<file path="src/rtl/ex_issue_sched.sv">
// ex_issue_sched
// Issue scheduler sitting between decode and the single-cycle Executer,
// with bookkeeping for one iterative multi-cycle unit (DIV / MUL).
//
// Ports:
//   clk, rst_n        clock (rising edge), asynchronous active-low reset
//   id_valid_i/id_ready_o, id_sel_i, id_src1_i, id_src2_i, id_dst_i, id_dst2_i
//                     decoded op handshake and fields
//   flush_i           pipeline flush request
//   ex_fire_o, ex_sel_o, ex_dst_o, ex_dst2_o
//                     Executer enable, circuit select and destinations
//   wb_valid_o, wb_dst_o, wb_dst2_o, wb_multi_o
//                     single writeback stream toward the register file
//   busy_o            a multi-cycle op is outstanding
//
// Optional feature macro: EXSCHED_PERF_EN adds perf_issue_o, perf_stall_o
// and perf_multi_o (32-bit wrapping event counters).
`timescale 1ns/1ps

module ex_issue_sched #(
    parameter int unsigned DIV_LAT = 35,
    parameter int unsigned MUL_LAT = 2,
    parameter logic [9:0]  NOP_SEL = 10'h200
) (
    input  logic        clk,
    input  logic        rst_n,
    input  logic        id_valid_i,
    output logic        id_ready_o,
    input  logic [9:0]  id_sel_i,
    input  logic [4:0]  id_src1_i,
    input  logic [4:0]  id_src2_i,
    input  logic [4:0]  id_dst_i,
    input  logic [4:0]  id_dst2_i,
    input  logic        flush_i,
    output logic        ex_fire_o,
    output logic [9:0]  ex_sel_o,
    output logic [4:0]  ex_dst_o,
    output logic [4:0]  ex_dst2_o,
    output logic        wb_valid_o,
    output logic [4:0]  wb_dst_o,
    output logic [4:0]  wb_dst2_o,
    output logic        wb_multi_o,
    output logic        busy_o
`ifdef EXSCHED_PERF_EN
    ,
    output logic [31:0] perf_issue_o,
    output logic [31:0] perf_stall_o,
    output logic [31:0] perf_multi_o
`endif
);

    localparam logic [9:0] SEL_DIV = 10'h008;
    localparam logic [9:0] SEL_MUL = 10'h080;
    localparam logic [5:0] DIV_CNT = 6'(DIV_LAT - 1);
    localparam logic [5:0] MUL_CNT = 6'(MUL_LAT - 1);

    typedef enum logic {IDLE, BUSY} state_t;

    state_t     state, state_next;
    logic [5:0] count, count_next;
    logic [4:0] multi_dst, multi_dst2;
    logic       is_div, is_mul, is_multi, busy;
    logic       hazard, collision, ready, fire, multi_done;

    // A register hazard only exists against a nonzero latched destination.
    function automatic logic reg_match(input logic [4:0] r, input logic [4:0] m);
        return (m != 5'd0) && (r == m);
    endfunction

    assign is_div   = (id_sel_i == SEL_DIV);
    assign is_mul   = (id_sel_i == SEL_MUL);
    assign is_multi = is_div | is_mul;
    assign busy     = (state == BUSY);

    assign hazard = busy & (reg_match(id_src1_i, multi_dst) | reg_match(id_src1_i, multi_dst2) |
                            reg_match(id_src2_i, multi_dst) | reg_match(id_src2_i, multi_dst2) |
                            reg_match(id_dst_i,  multi_dst) | reg_match(id_dst_i,  multi_dst2));

    // The multi-cycle result owns the writeback port in the cycle after count hits 1.
    assign collision = busy & (count == 6'd1) & ~is_multi;

    // Readiness is also gated by rst_n so nothing fires while reset is held.
    assign ready = rst_n & ~flush_i & ~(busy & is_multi) & ~hazard & ~collision;
    assign fire  = id_valid_i & ready;

    // Flush in the final BUSY cycle kills the multi-cycle writeback too.
    assign multi_done = busy & (count == 6'd1) & ~flush_i;

    assign id_ready_o = ready;
    assign ex_fire_o  = fire;
    assign ex_sel_o   = fire ? id_sel_i  : NOP_SEL;
    assign ex_dst_o   = fire ? id_dst_i  : 5'd0;
    assign ex_dst2_o  = fire ? id_dst2_i : 5'd0;
    assign busy_o     = busy;

    // State and countdown registers.
    always_ff @(posedge clk or negedge rst_n) begin
        if (!rst_n) begin
            state <= IDLE;
            count <= 6'd0;
        end else begin
            state <= state_next;
            count <= count_next;
        end
    end

    // Next-state: a multi-cycle issue loads LAT-1 so the FSM leaves BUSY on
    // the edge ending cycle T+LAT-1 and the result appears in T+LAT.
    always_comb begin
        state_next = state;
        count_next = count;
        if (flush_i) begin
            state_next = IDLE;
            count_next = 6'd0;
        end else begin
            case (state)
                IDLE: begin
                    if (fire && is_multi) begin
                        state_next = BUSY;
                        count_next = is_div ? DIV_CNT : MUL_CNT;
                    end
                end
                BUSY: begin
                    if (count == 6'd1) begin
                        state_next = IDLE;
                        count_next = 6'd0;
                    end else begin
                        count_next = count - 6'd1;
                    end
                end
                default: begin
                    state_next = IDLE;
                    count_next = 6'd0;
                end
            endcase
        end
    end

    // Destination latch for the outstanding multi-cycle op.
    always_ff @(posedge clk or negedge rst_n) begin
        if (!rst_n) begin
            multi_dst  <= 5'd0;
            multi_dst2 <= 5'd0;
        end else if (fire && is_multi) begin
            multi_dst  <= id_dst_i;
            multi_dst2 <= id_dst2_i;
        end
    end

    // Writeback stream: single-cycle results one cycle after issue, multi-cycle
    // results when the countdown expires. Collision blocking keeps them disjoint.
    always_ff @(posedge clk or negedge rst_n) begin
        if (!rst_n) begin
            wb_valid_o <= 1'b0;
            wb_multi_o <= 1'b0;
            wb_dst_o   <= 5'd0;
            wb_dst2_o  <= 5'd0;
        end else begin
            wb_valid_o <= 1'b0;
            wb_multi_o <= 1'b0;
            wb_dst_o   <= 5'd0;
            wb_dst2_o  <= 5'd0;
            if (multi_done) begin
                wb_valid_o <= 1'b1;
                wb_multi_o <= 1'b1;
                wb_dst_o   <= multi_dst;
                wb_dst2_o  <= multi_dst2;
            end else if (fire && !is_multi) begin
                wb_valid_o <= 1'b1;
                wb_dst_o   <= id_dst_i;
            end
        end
    end

`ifdef EXSCHED_PERF_EN
    // Free-running event counters; they wrap naturally at 2^32.
    always_ff @(posedge clk or negedge rst_n) begin
        if (!rst_n) begin
            perf_issue_o <= 32'd0;
            perf_stall_o <= 32'd0;
            perf_multi_o <= 32'd0;
        end else begin
            if (fire)
                perf_issue_o <= perf_issue_o + 32'd1;
            if (id_valid_i && !ready)
                perf_stall_o <= perf_stall_o + 32'd1;
            if (multi_done)
                perf_multi_o <= perf_multi_o + 32'd1;
        end
    end
`endif

endmodule

</file>
<file path="config.mk">
export PLATFORM = sky130hd
export DESIGN_NAME = ex_issue_sched
export DESIGN_NICKNAME = d
export VERILOG_FILES = /design/src/rtl/ex_issue_sched.sv
export SDC_FILE = /design/constraint.sdc
export NUM_CORES = 1
export LEC_CHECK = 0
export ABC_AREA = 1
export BUFFER_PORTS_ARGS = -buffer_cell sky130_fd_sc_hd__buf_2
export CAP_MARGIN = 20
export CORE_MARGIN = 3
export CORE_UTILIZATION = 30
export DETAILED_ROUTE_END_ITERATION = 8
export SLEW_MARGIN = 20
export SYNTH_ARGS = -nofsm -noshare
export SYNTH_HDL_FRONTEND = slang
export SYNTH_SLANG_ARGS = --single-unit
</file>
<file path="constraint.sdc">
create_clock -name clk -period 4.1 [get_ports clk]
set_clock_uncertainty 0.2 [all_clocks]
set_input_delay 0.41 -clock clk [delete_from_list [all_inputs] [get_ports clk]]
set_output_delay 0.41 -clock clk [all_outputs]
set_load 0.005 [all_outputs]
</file>
==> summary.md <==
| Metric | Value |
|---|---|
| Run status | finished clean |
| Share of the yosys chip area belonging to registers | 36.9% |
| Total nets after synthesis | 318 |
| Net switching component of the power | 167 uW |
| Number of antenna violations at the first check in global routing | 0 |
| Internal power component | 479 uW |
| Share of power burned in combinational logic | 14.3% |
| Most common library cell in the layout ignoring fill and taps | nand2_1 |
| Clock root cell | clkbuf_8 |
| Initial core utilization | 32.1% |
| Number of cells upsized or downsized after cts | 0 |
| Layout area overhead | 24.7% |
| Proportion of power drawn by the clock network | 40.4% |
| Shortest clock period the worst path allows after layout | 3.05 ns |
| RD Place Congestion | 0.844 |
| I/O pins | 69 |
| Number of sinks driven by the clock tree | 29 |
| Max-Cap Viols | 0 |
| Vias/cell | 4.50 |
| Vias in the first global route | 1,731 |
| Count of routing violations after the opening detailed-route iteration | 85 |
| Detail-routed net length per standard cell | 11.5 um |
| Worst slew pin tran | 0.681 ns |
| Count of yosys warnings during synthesis | 0 |
| Class of the worst hold path | primary input to register |
| Power density normalized to cell area | 263 nW/um^2 |
| Final wirelength | 4870 um |
| Startpoint type of the worst setup path | register |
| Final hold viol count | 0 |
| Count of final max-slew check failures | 0 |
| Router iterations before antenna repair | 4 |
| Non-filler cells, final | 425 |
| Number of placed cells counting well taps | 416 |
| Worst setup EP type | output port |
| Relative contribution of sequential cells to total power | 45.3% |
| Worst Setup Path Type | register to output port |
| Setup repair after global routing missed its margin | false |
| Wire length of the first global-routing pass | 8190 um |
| Max Fanout on Critical Path | 21 |
| Horizontal extent of the die | 87.0 um |
| Leak pwr | 1.47 nW |
| Detailed-route via count | 1,913 |
| Area of the multi-input gates | 1000 um^2 |
| Synthesized cell area | 1970 um^2 |
| Final net count | 385 |
| CTS tree | done |
| Number of buffers between clock root and the deepest sink | 2 |
| Headroom to the max-slew limit | 54.5% |
| Mean Syn Cell Area | 6.97 um^2 |
| Floorplan Core Area | 6130 um^2 |
| Diodes inserted | 0 |
| Layout cell share with drive strength beyond 1 | 29.4% |
| Total CTS buffers | 5 |
| Die Footprint | 7560 um^2 |
| Seq. cell area | 726 um^2 |
| IO Port Bufs | 68 |
| Required time of the critical path | 3.49 ns |
| Fill count | 648 |
| H-tree depth | 2 |
| Fin Setup TNS | 0 ns |
| Fmax | 328 MHz |
| Worst IR drop on VDD | 0.111 mV |
| Maximum number of pins on one net before global-route repair | 30 |
| Gate Count Post-Synth | 282 |
| Number of setup violations in the final report | 0 |
| Residual DRC | 0 |
| Post-synthesis register bit count | 29 |
| Switching Share | 25.9% |
| Most frequent cells in the layout | nand2_1 (82), buf_2 (68), nor2_1 (41), inv_1 (36), dfrtp_1 (29) |
| DP Wirelength | 3830 um |
| Arrival time of the worst setup path | 2.44 ns |
| GRT Overall Usage | 13.8% |
| Count of nets left with antenna violations after detail routing | 0 |
| Rows | 28 |
| Worst-skew pair later-pin latency | 0.28 ns |
| Cell variety after synth | 28 |
| Overall die height | 87.0 um |
| Leftover overflow at the end of global routing | 0 |
| Clk pin slew, worst setup/hold paths | 0.06 ns |
| Share of the clock period used by the worst path after layout | 74.3% |
-- layout make-up --
cell class                 count  share of cell area [%]
clock inverter                 1                   0.204
sequential                    29                    29.6
multi-input combinational    197                    40.8
clock buffer                   7                    3.93
inverter                      46                    7.04
tap                           75                    3.82
timing repair buffer          70                    14.6
-- cells by family after synthesis --
group / count (synthesis) / share of synthesized area [%]
simple gates: 154 / 33.5
buf+inv: 56 / 12.1
fa+ha+maj: 2 / 1.27
compound gates: 23 / 8.21
xor+xnor: 18 / 8.02
flops: 29 / 36.9
-- metrics by stage --
stage          utilization [%]  power [mW]  cell area, um^2  setup WS (ns)  hold WS [ns]
2_1_floorplan                -       0.347             1970           2.01       -0.0856
3_3_place_gp              38.2       0.390             2340           1.31         0.283
3_5_place_dp              38.2       0.391             2340           1.26         0.282
4_1_cts                   40.0       0.654             2450           1.01         0.187
5_1_grt                   40.0       0.684             2450          0.740         0.205
6_report                  40.0       0.646             2450           1.05         0.189
-- cell usage after synthesis (all sizes together) --
cell | n | area [um^2]
a21oi | 6 | 33.8
and2 | 1 | 6.26
buf | 9 | 62.6
clkbuf | 1 | 3.75
clkinv | 1 | 3.75
dfrtp | 29 | 726
ha | 2 | 25.0
inv | 45 | 169
nand2 | 85 | 327
nand3 | 16 | 85.1
nand4 | 6 | 58.8
nor2 | 41 | 154
nor3 | 3 | 15.0
o21ai | 13 | 103
o22ai | 4 | 25.0
or2 | 2 | 12.5
xnor2 | 2 | 17.5
xor2 | 16 | 140
-- flip-flops by register name (all words and copies together) (netlist names) --
| register | cells |
|---|---|
| wb_valid_o | 1 |
| multi_dst2 | 5 |
| wb_multi_o | 1 |
| busy_o | 1 |
| wb_dst_o | 5 |
| count | 6 |
| wb_dst2_o | 5 |
| multi_dst | 5 |
-- worst max-delay path, stage by stage, from the launching register on --
cell and delay [ns]:
dfrtp_1 0.36, inv_1 0.06, ha_1 0.19, nand4_2 0.13, clkinv_1 0.08, nor2_1 0.15
nand3_2 0.12, a21oi_2 0.15, nand2_1 0.41, or2_1 0.37, buf_2 0.12
-- metal layers --
metal  track usage, %  up-vias  share of wire (%)
met1             17.0      851                 44
li1                 -      993                  -
met2             22.5       62                 46
met4             5.10        0                1.7
met3             4.35        7                8.6
met5                0        -                  0
-- timing repair --
item,CTS,global route
endpoints found under the hold margin,29,0
setup buffers,0,0
hold buffers,1,0
-- power by group through the flow --
| stage | Sequential (mW) | Combinational [mW] | Clock [mW] |
|---|---|---|---|
| floorplan | 0.297 | 0.0498 | 0 |
| global placement | 0.297 | 0.0924 | 0 |
| detailed placement | 0.298 | 0.0930 | 0 |
| CTS | 0.292 | 0.0943 | 0.267 |
| global route | 0.292 | 0.108 | 0.284 |
| finish | 0.292 | 0.0925 | 0.261 |
-- final timing paths --
kind / slack (ns) / depth (start not counted) / to / start
max: 1.05 / 10 / ex_sel_o[9] / count[1]
min: 0.19 / 3 / multi_dst2[1] / id_dst2_i[1]
max reg2reg: 1.85 / 11 / count[0] / count[1]
min reg2reg: 0.30 / 2 / count[4] / count[4]
max in group asynchronous: 2.93 / 3 / count[2] / rst_n
min in group asynchronous: 0.49 / 3 / multi_dst2[0] / rst_n
Power figures use the tool's default switching activity.
